### config.mk
export PLATFORM = sky130hd
export DESIGN_NAME = mdu_iter
export DESIGN_NICKNAME = d
export VERILOG_FILES = /design/src/rtl/mdu_iter.sv
export SDC_FILE = /design/constraint.sdc
export NUM_CORES = 1
export LEC_CHECK = 0
export CAP_MARGIN = 5
export CORE_MARGIN = 3
export CORE_UTILIZATION = 55
export CTS_CLUSTER_DIAMETER = 150
export CTS_CLUSTER_SIZE = 40
export DETAILED_ROUTE_END_ITERATION = 10
export PLACE_DENSITY = 0.75
export SLEW_MARGIN = 20
export SYNTH_ARGS = -nofsm -noshare
export SYNTH_HDL_FRONTEND = slang
export SYNTH_SLANG_ARGS = --single-unit
### constraint.sdc
create_clock -name clk -period 5.4 [get_ports clk]
set_input_delay 0.54 -clock clk [delete_from_list [all_inputs] [get_ports clk]]
set_output_delay 0.54 -clock clk [all_outputs]
set_load 0.1 [all_outputs]
### src/rtl/mdu_iter.sv
// mdu_iter: iterative RV32M multiply/divide unit, one bit per cycle.
//   Radix-2 shift-add multiply and restoring divide, both on operand magnitudes.
//   Sign correction and special cases are applied in a single FIX cycle.
//   Every operation takes the same number of cycles, special cases included.
//   An operation accepted at edge 0 shows out_valid=1 after edge XLEN+1.
// Ports:
//   clk        rising-edge clock
//   reset      asynchronous active-high reset
//   in_valid   request valid; in_ready = unit idle and able to accept
//   src1/src2  rs1/rs2 operands, sampled only at the acceptance edge
//   sel        one-hot op select {REMU,REM,DIVU,DIV,MULHU,MULHSU,MULH,MUL}
//   flush      kills the operation in flight and returns to IDLE
//   out_valid  result valid; out_ready = consumer accepts it
//   result     registered result, held while out_valid is high
module mdu_iter #(
  parameter int XLEN  = 32,
  parameter int CNT_W = $clog2(XLEN) + 1
) (
  input  logic            clk,
  input  logic            reset,
  input  logic            in_valid,
  output logic            in_ready,
  input  logic [XLEN-1:0] src1,
  input  logic [XLEN-1:0] src2,
  input  logic [7:0]      sel,
  input  logic            flush,
  output logic            out_valid,
  input  logic            out_ready,
  output logic [XLEN-1:0] result
);

  typedef enum logic [1:0] {
    IDLE = 2'd0,
    CALC = 2'd1,
    FIX  = 2'd2,
    DONE = 2'd3
  } state_t;

  localparam logic [CNT_W-1:0] CNT_INIT = CNT_W'(XLEN);
  localparam logic [CNT_W-1:0] CNT_ONE  = {{(CNT_W-1){1'b0}}, 1'b1};

  state_t            state_r;
  logic [7:0]        sel_r;
  logic [XLEN-1:0]   opnd_r;    // multiplicand (mul) or divisor (div) magnitude
  logic [2*XLEN-1:0] acc_r;     // {partial product, multiplier} or {remainder, quotient}
  logic [CNT_W-1:0]  cnt_r;
  logic              neg_r;     // final result must be negated
  logic              div0_r;    // divisor was zero
  logic              is_mul_r;

  // Operand conditioning at acceptance.
  logic              src1_signed_s;
  logic              src2_signed_s;
  logic              neg1_s;
  logic              neg2_s;
  logic [XLEN-1:0]   mag1_s;
  logic [XLEN-1:0]   mag2_s;
  logic              is_mul_s;
  logic              res_neg_s;

  assign src1_signed_s = sel[1] | sel[2] | sel[4] | sel[6];
  assign src2_signed_s = sel[1] | sel[4] | sel[6];
  assign neg1_s        = src1_signed_s & src1[XLEN-1];
  assign neg2_s        = src2_signed_s & src2[XLEN-1];
  // The magnitude of the most negative value is its own unsigned bit pattern,
  // which is exactly what the unsigned datapath needs.
  assign mag1_s        = neg1_s ? -src1 : src1;
  assign mag2_s        = neg2_s ? -src2 : src2;
  assign is_mul_s      = |sel[3:0];
  // The remainder takes the dividend sign; everything else takes the XOR of
  // the operand signs. MUL, MULHU, DIVU and REMU see no signed operands.
  assign res_neg_s     = sel[6] ? neg1_s : (neg1_s ^ neg2_s);

  // One iteration of either algorithm.
  logic [XLEN:0]     mul_sum_s;
  logic [2*XLEN-1:0] mul_next_s;
  logic [XLEN:0]     rem_ext_s;
  logic [XLEN:0]     diff_s;
  logic [2*XLEN-1:0] div_next_s;
  logic [2*XLEN-1:0] step_next_s;

  assign mul_sum_s  = {1'b0, acc_r[2*XLEN-1:XLEN]}
                    + (acc_r[0] ? {1'b0, opnd_r} : {(XLEN+1){1'b0}});
  assign mul_next_s = {mul_sum_s, acc_r[XLEN-1:1]};
  // Shift the next dividend bit into the remainder, then trial-subtract.
  // The remainder stays below the divisor, so XLEN+1 bits are enough.
  assign rem_ext_s  = {acc_r[2*XLEN-1:XLEN], acc_r[XLEN-1]};
  assign diff_s     = rem_ext_s - {1'b0, opnd_r};
  assign div_next_s = diff_s[XLEN]
                    ? {rem_ext_s[XLEN-1:0], acc_r[XLEN-2:0], 1'b0}
                    : {diff_s[XLEN-1:0],    acc_r[XLEN-2:0], 1'b1};
  assign step_next_s = is_mul_r ? mul_next_s : div_next_s;

  // Sign-corrected views of the finished datapath.
  logic [2*XLEN-1:0] prod_fix_s;
  logic [XLEN-1:0]   quot_fix_s;
  logic [XLEN-1:0]   rem_fix_s;
  logic [XLEN-1:0]   fix_s;

  assign prod_fix_s = neg_r ? -acc_r : acc_r;
  assign quot_fix_s = neg_r ? -acc_r[XLEN-1:0] : acc_r[XLEN-1:0];
  assign rem_fix_s  = neg_r ? -acc_r[2*XLEN-1:XLEN] : acc_r[2*XLEN-1:XLEN];

  // Result selection in FIX. A zero divisor needs special handling for the
  // quotient only. The remainder path then already holds |src1|, and the
  // dividend sign turns that back into src1. The signed-overflow case
  // (-2^(XLEN-1) / -1) falls out of the magnitude arithmetic directly.
  always_comb begin
    fix_s = {XLEN{1'b0}};
    case (sel_r)
      8'h01:               fix_s = prod_fix_s[XLEN-1:0];
      8'h02, 8'h04, 8'h08: fix_s = prod_fix_s[2*XLEN-1:XLEN];
      8'h10, 8'h20:        fix_s = div0_r ? {XLEN{1'b1}} : quot_fix_s;
      8'h40, 8'h80:        fix_s = rem_fix_s;
      default:             fix_s = {XLEN{1'b0}};
    endcase
  end

  // Control FSM with registered handshake outputs and datapath registers.
  always_ff @(posedge clk or posedge reset) begin
    if (reset) begin
      state_r   <= IDLE;
      in_ready  <= 1'b1;
      out_valid <= 1'b0;
      result    <= {XLEN{1'b0}};
      sel_r     <= 8'h00;
      opnd_r    <= {XLEN{1'b0}};
      acc_r     <= {(2*XLEN){1'b0}};
      cnt_r     <= {CNT_W{1'b0}};
      neg_r     <= 1'b0;
      div0_r    <= 1'b0;
      is_mul_r  <= 1'b0;
    end else begin
      case (state_r)
        IDLE: begin
          if (in_valid && in_ready && !flush) begin
            sel_r    <= sel;
            opnd_r   <= is_mul_s ? mag1_s : mag2_s;
            acc_r    <= {{XLEN{1'b0}}, (is_mul_s ? mag2_s : mag1_s)};
            cnt_r    <= CNT_INIT;
            neg_r    <= res_neg_s;
            div0_r   <= (src2 == {XLEN{1'b0}});
            is_mul_r <= is_mul_s;
            in_ready <= 1'b0;
            state_r  <= CALC;
          end else begin
            in_ready <= 1'b1;
            state_r  <= IDLE;
          end
        end
        CALC: begin
          if (flush) begin
            in_ready <= 1'b1;
            state_r  <= IDLE;
          end else begin
            acc_r <= step_next_s;
            cnt_r <= cnt_r - CNT_ONE;
            if (cnt_r == CNT_ONE) begin
              state_r <= FIX;
            end else begin
              state_r <= CALC;
            end
          end
        end
        FIX: begin
          if (flush) begin
            in_ready <= 1'b1;
            state_r  <= IDLE;
          end else begin
            result    <= fix_s;
            out_valid <= 1'b1;
            state_r   <= DONE;
          end
        end
        DONE: begin
          // flush wins over out_ready; both release the result
          if (flush || out_ready) begin
            out_valid <= 1'b0;
            in_ready  <= 1'b1;
            state_r   <= IDLE;
          end else begin
            state_r <= DONE;
          end
        end
        default: begin
          out_valid <= 1'b0;
          in_ready  <= 1'b1;
          state_r   <= IDLE;
        end
      endcase
    end
  end

endmodule

==> impl_results.md <==
- Outcome: finished clean
- Syn avg cell area: 7.74 um^2
- Sw Ratio: 0.474
- Hold crit path type: register to register
- Pwr dens: 391 mW/mm^2
- DR WL met2: 22500 um
- Sequential fraction of the synthesis area: 0.257
- Mapped Area: 0.0145 mm^2
- Crit-path cells: inv_1 -> nor2_1 -> ha_1 -> a21oi_1 -> o2111ai_1 -> a21oi_1 -> o211ai_1 -> nand3_1 -> a41oi_1 -> a21oi_1 -> o21ai_0 -> or4_1 -> a221o_1
- Cell family with most CP delay: compound AO/OA/AOI/OAI gates
- CTS Buffer Depth: 2
- Wire length per cell: 22.7 um
- Number of vias per cell: 6.60
- CP Class: register to register
- Pint: 3360 uW
- LEAKAGE: 0.00703 uW
- Post-synth cell types: 78
- YS warnings: 0
- Clock root cell: clkbuf_16
- Setup bufs post-CTS: 0
- Congestion Overflow GR: 0
- Initial antenna violation count: 1
- CTS sink count: 149
- GP Congestion: 0.969
- CTS tree: done
- Crit. End Element: register
- CP Launch Type: register
- Detailed Place HPWL: 39200 um
- Largest net degree at the start of global routing: 93
- Area delta synth->final: 12.7%
- Most frequent cells in the layout: nand2_1, o21ai_0, nor2_1, a21oi_1, dfrtp_1
- Ant. Diodes: 0
- Global Route Usage Sum: 0.352
- Multi-input gate area: 0.0101 mm^2
- Slew Limit Fails: 0
- Crit-path max FO: 20
- Commonest non-fill, non-tap cell in the layout: nand2_1
- DR WL met3: 4890 um
- Top Metal Used: met5
- RSZ-0062 raised after global routing: false
- Post-cts hold buffer count: 0
- Fin crit share: 0.764
- Relative slew margins: 0.332
- Fraction of layout cells with a size suffix above 1: 0.0659
- Register clock-pin slew on the reported worst setup and hold paths: 70 ps
- FILL cells: 2309
- Synth Flop Type: dfrtp_1
- Antenna viol nets, final: 0
- Hold Vio Cnt, Final: 0
- Comb pwr share: 0.523
- Min Tclk post-route: 4120 ps
- Worst Tran Pin Value: 999 ps
- Req. time, crit path: 5720 ps
- Detailed router's first-iteration violation count: 1547
- Register area: 0.00373 mm^2
- Max Cap Viol: 0
- DRC: 0
- Mapped Cells: 1877
- M1 WL: 21600 um
- Clock Skew: 13.8 ps
- Syn Nets: 2031
- Clock group share of total power: 0.189
- Initial Util: 0.568
- Core area: 0.0255 mm^2
- Die span in x: 168 um
- Via Count: 14.9k
- Setup-failing EPs final: 0
- Achievable Freq: 242 MHz
- Layout Utilization: 0.641
- First-pass iteration count of the detailed router: 8
- Slowest-stage cell, CP: inv_1
- Crit path largest cell delay: 540 ps
- WP data arrival: 4450 ps
- Setup TNS: 0 ps
- Most frequent CP cell: a21oi_1
- Max rail drop VDD: 0.245 mV
- Number of global-route vias before repair: 13.8k
- Row cnt: 58
- Die H: 168 um
- Post-synth EDFFs: 0
- Total Wirelength: 51100 um
- Crit path buf inv count: 1
- Ys async rst share: 1.00
- I/O Buffers: 110
- Die area: 0.0284 mm^2
- Synth Register Bits: 149
- Clock Latency Late Sink: 440 ps
- Net Sw Power: 3030 uW
- CTS Buf Count: 17
- First-pass GRT wire length: 78700 um
- # H-tree levels: 4
- Flop pwr share: 0.288
- Io pins: 111
- Layout Nets: 2067
- Resized cells post-CTS: 0
-- tightest hold or removal path: cells and delay by family, from the launching register on --
family          cells  cell delay (ps)
compound gates      1               60
simple gates        1               50
flops               1              340
-- synthesized netlist by cell type, types with 6 or more instances --
library cell | instances | share of area
or4_1 | 18 | 0.0093
nor3_1 | 25 | 0.0086
a22oi_1 | 27 | 0.014
nor2_1 | 176 | 0.045
nor2b_1 | 16 | 0.0069
or3_1 | 18 | 0.0078
o221ai_1 | 21 | 0.013
and2_1 | 15 | 0.0065
o311ai_0 | 10 | 0.0060
inv_1 | 77 | 0.020
a211oi_1 | 33 | 0.017
xor2_1 | 94 | 0.057
or2_2 | 6 | 0.0026
mux2_2 | 40 | 0.031
clkbuf_1 | 101 | 0.026
buf_1 | 10 | 0.0026
o31ai_1 | 33 | 0.017
o21ai_0 | 179 | 0.062
xnor2_1 | 97 | 0.059
a31oi_1 | 17 | 0.0073
o211ai_1 | 8 | 0.0041
o21a_1 | 12 | 0.0062
nand3_1 | 30 | 0.010
a221o_1 | 11 | 0.0076
mux2i_1 | 26 | 0.018
nor4_1 | 14 | 0.0060
and3_1 | 14 | 0.0060
o41ai_1 | 19 | 0.011
nand2_1 | 188 | 0.049
nand2b_1 | 18 | 0.0078
a21oi_1 | 163 | 0.056
o21bai_1 | 11 | 0.0057
ha_1 | 75 | 0.065
nand4_1 | 9 | 0.0039
a21o_1 | 31 | 0.016
dfrtp_1 | 148 | 0.26
-- kinds of logic after synthesis --
group                      synth area share
and+or+nand+nor                       0.181
DFF                                   0.257
adders and majority gates            0.0674
buffers and inverters                0.0514
AOI/OAI and AO/OA                     0.279
xor gates and xnor gates              0.115
muxes                                0.0489
-- final cells by class --
cell class                 instances  share of cell area
multi-input combinational       1533               0.615
sequential                       149               0.228
inverter                          78              0.0182
timing repair buffer             134              0.0783
tap                              330              0.0252
clock buffer                      18              0.0262
clock inverter                    14             0.00872
-- power groups by stage --
stage          Clock (uW)  Combinational, uW  Sequential [uW]
4_1_cts              1210               3280             1820
5_1_grt              1260               3650             1870
3_3_place_gp            0               3200             1830
3_5_place_dp            0               3260             1840
2_1_floorplan           0               2550             1580
6_report             1210               3340             1840
-- sequential cells by signal, indices dropped and copies added (netlist names), 2 cells and up --
register / flops
acc_r: 64
cnt_r: 6
opnd_r: 32
result: 32
sel_r: 8
state_r: 2
-- metrics by stage --
| step | worst slack [ps] | hold WS, ps | std cells | cell area [um^2] | power (uW) |
|---|---|---|---|---|---|
| after floorplan | 854 | 443 | 1877 | 14500 | 4120 |
| after global placement | 1470 | 463 | 2224 | 15800 | 5030 |
| after detailed placement | 1360 | 470 | 2224 | 15800 | 5090 |
| after CTS | 1350 | 483 | 2256 | 16400 | 6300 |
| after global routing | 1030 | 507 | 2256 | 16400 | 6770 |
| final | 1280 | 479 | 2256 | 16400 | 6390 |
-- path summary, 6_finish.rpt --
check                                             from  cells after the start  slack, ps                      to
min in group asynchronous                        reset                      2        620   result[4]$_DFFE_PP0P_
worst min register to register  opnd_r[20]$_DFFE_PP0P_                      2        480  opnd_r[20]$_DFFE_PP0P_
worst max-delay path              acc_r[0]$_DFFE_PP0P_                     13       1280   acc_r[62]$_DFFE_PP0P_
max in group asynchronous                        reset                      3       3720    is_mul_r$_DFFE_PP0P_
worst max register to register    acc_r[0]$_DFFE_PP0P_                     13       1280   acc_r[62]$_DFFE_PP0P_
worst min-delay path            opnd_r[20]$_DFFE_PP0P_                      2        480  opnd_r[20]$_DFFE_PP0P_
-- metal layers --
metal  vias to the layer above  GRT usage
met1                      7100      0.481
met4                         2      0.134
met5                         -          0
met3                       133     0.0710
met2                       773      0.554
li1                       6877          -
No activity file was read; power rests on OpenSTA's default activity.
==> RTL edit, RTL diff (same settings) <==
The parameter `XLEN` goes from 32 to 16.
--- a/src/rtl/mdu_iter.sv
+++ b/src/rtl/mdu_iter.sv
@@ -15,3 +15,3 @@
 module mdu_iter #(
-  parameter int XLEN  = 32,
+  parameter int XLEN  = 16,
   parameter int CNT_W = $clog2(XLEN) + 1
Interface: changed (resized result, src1 and src2); port bits go from 111 to 63. No check against the original RTL was run, so the function may have changed too.
==> RTL edit against the original RTL <==
Final cell count shrank 48%. Critical path depth is 1 lower. First-iteration DRC count fell by 54%. Sequential cell count decreased by 65. Sequential share of layout area up 1.4 points. Synthesized cell count shrank 48%. Synthesized area shrank 47%. Routed wire length down 58%. Die area down 46%. Cell area fell by 47%. Worst setup slack better by 0.68 ns. Critical path type unchanged. Total power shrank 45%. Combinational power decreased by 46%. Clock skew decreased by 0.0051 ns. Largest power group unchanged.
==> RTL edit: results (changes against the original RTL) <==
- Vias in the first global route: 6683 (was 13800)
- DRT Pass-1 Iters: 6 (was 8)
- Post_cts resized: 0 (unchanged)
- Post-Place Worst Slack: 2.06 ns (was 1.36 ns)
- Top cells by count, synth: 110 x nand2_1, 110 x nor2_1, 83 x dfrtp_1 (was 188 x nand2_1, 179 x o21ai_0, 176 x nor2_1)
- Global-route wire length before repair: 34300 microns (was 78700 microns)
- Leakage: 3.69 nW (was 7.03 nW)
- Slew Limit Headroom: 23.4% (was 33.2%)
- Vias per cell: 6.19 (was 6.60)
- Register area: 0.00210 sq mm (was 0.00373 sq mm)
- IO buf count: 62 (was 110)
- Layout Nets: 1089 (was 2067)
- Worst clock skew: 0.00870 ns (was 0.0138 ns)
- Dpl hpwl: 16000 microns (was 39200 microns)
- Top cells by area, synth: dfrtp_1 27%, ha_1 7.0%, xnor2_1 5.6% (was dfrtp_1 26%, ha_1 6.5%, o21ai_0 6.2%)
- Placer Congestion: 1.02 (was 0.969)
- Antenna violations before repair: 0 (was 1)
- Cell variety after synth: 70 (was 78)
- Total CTS buffers: 9 (was 17)
- Max Cap Viol: 0 (unchanged)
- WL/cell: 18.0 microns (was 22.7 microns)
- Worst Hold Class: reg -> reg (unchanged)
- Worst-path fanout max: 16 (was 20)
- Area after DPL: 0.00836 sq mm (was 0.0158 sq mm)
- Regs by FF count: acc_r: 32 flops, opnd_r: 16 flops, result: 16 flops (was acc_r: 64 flops, opnd_r: 32 flops, result: 32 flops)
- CP arrival: 3.68 ns (was 4.45 ns)
- DRT iter0 DRCs: 715 (was 1547)
- Largest net degree at the start of global routing: 53 (was 93)
- IR drop worst, VDD: 0.000190 V (was 0.000245 V)
- Total track usage: 28.6% (was 35.2%)
- Sequential area share after synthesis: 27.4% (was 25.7%)
- H-tree depth: 3 (was 4)
- Worst skew pair latency: 0.36 ns (was 0.44 ns)
- Number of fill cells: 1248 (was 2309)
- Share of post-route cells with drive strength above 1: 6.18% (was 6.59%)
- Status: complete, no violations (unchanged)
## RTL edit: cell types whose count changed after synthesis, sizes merged, moves of 32 or more
cell and delta:
o21ai -111, xor2 -48, clkbuf -56, nand2 -78
ha -32, dfrtp -65, inv -35, a21oi -91
xnor2 -48, nor2 -66
## RTL edit: cells by family after synthesis
group	synth area share, %
buffers and inverters	5.28
adders and majority gates	7.53
muxes	5.28
xor gates and xnor gates	10.8
DFF	27.4
AOI/OAI and AO/OA	24.6
and+or+nand+nor	19.1
## RTL edit: worst paths after layout
path                            from    endpoint  slack, ns  depth (start not counted)
min reg2reg                   div0_r      div0_r       0.48                          2
max reg2reg                acc_r[15]   acc_r[21]       1.96                         12
max in group asynchronous      reset    is_mul_r       3.73                          3
min                           div0_r      div0_r       0.48                          2
max                        acc_r[15]   acc_r[21]       1.96                         12
min in group asynchronous      reset  result[10]       0.59                          2
## RTL edit: cell type report
type	count	area share, %
multi-input combinational	789	59.6
sequential	84	24.2
timing repair buffer	71	7.91
clock buffer	9	2.59
tap	176	2.53
inverter	44	1.91
clock inverter	7	1.21
## RTL edit: worst max-delay path, stage by stage, from the launching register on
cell,delay (ns)
dfrtp_1,0.47
inv_1,0.16
ha_1,0.24
fa_1,0.41
nor2b_1,0.18
o31ai_1,0.17
a211oi_1,0.29
nor3_2,0.11
xnor2_2,0.47
buf_4,0.34
mux2i_1,0.20
o21ai_0,0.09
a22o_1,0.20
## RTL edit: metrics by stage
step	total power, mW	utilization, %	std cells
after detailed placement	2.78	62.2	1164
after global placement	2.75	62.2	1164
after floorplan	2.36	-	975
after CTS	3.49	64.6	1180
after global routing	3.76	64.6	1180
final	3.52	64.6	1180
## RTL edit: where the power goes
group / switching (mW) / internal, mW / leakage [nW]
Clock: 0.284 / 0.413 / 0.159
Combinational: 1.02 / 0.775 / 2.47
Sequential: 0.268 / 0.760 / 1.06
## RTL edit: per-layer routing
metal	up-vias	GRT usage, %	share of wire (%)
met5	-	0	0
met4	0	13.5	3.9
met3	45	4.41	7.0
met2	306	41.9	43
met1	3398	41.3	46
li1	3554	-	-
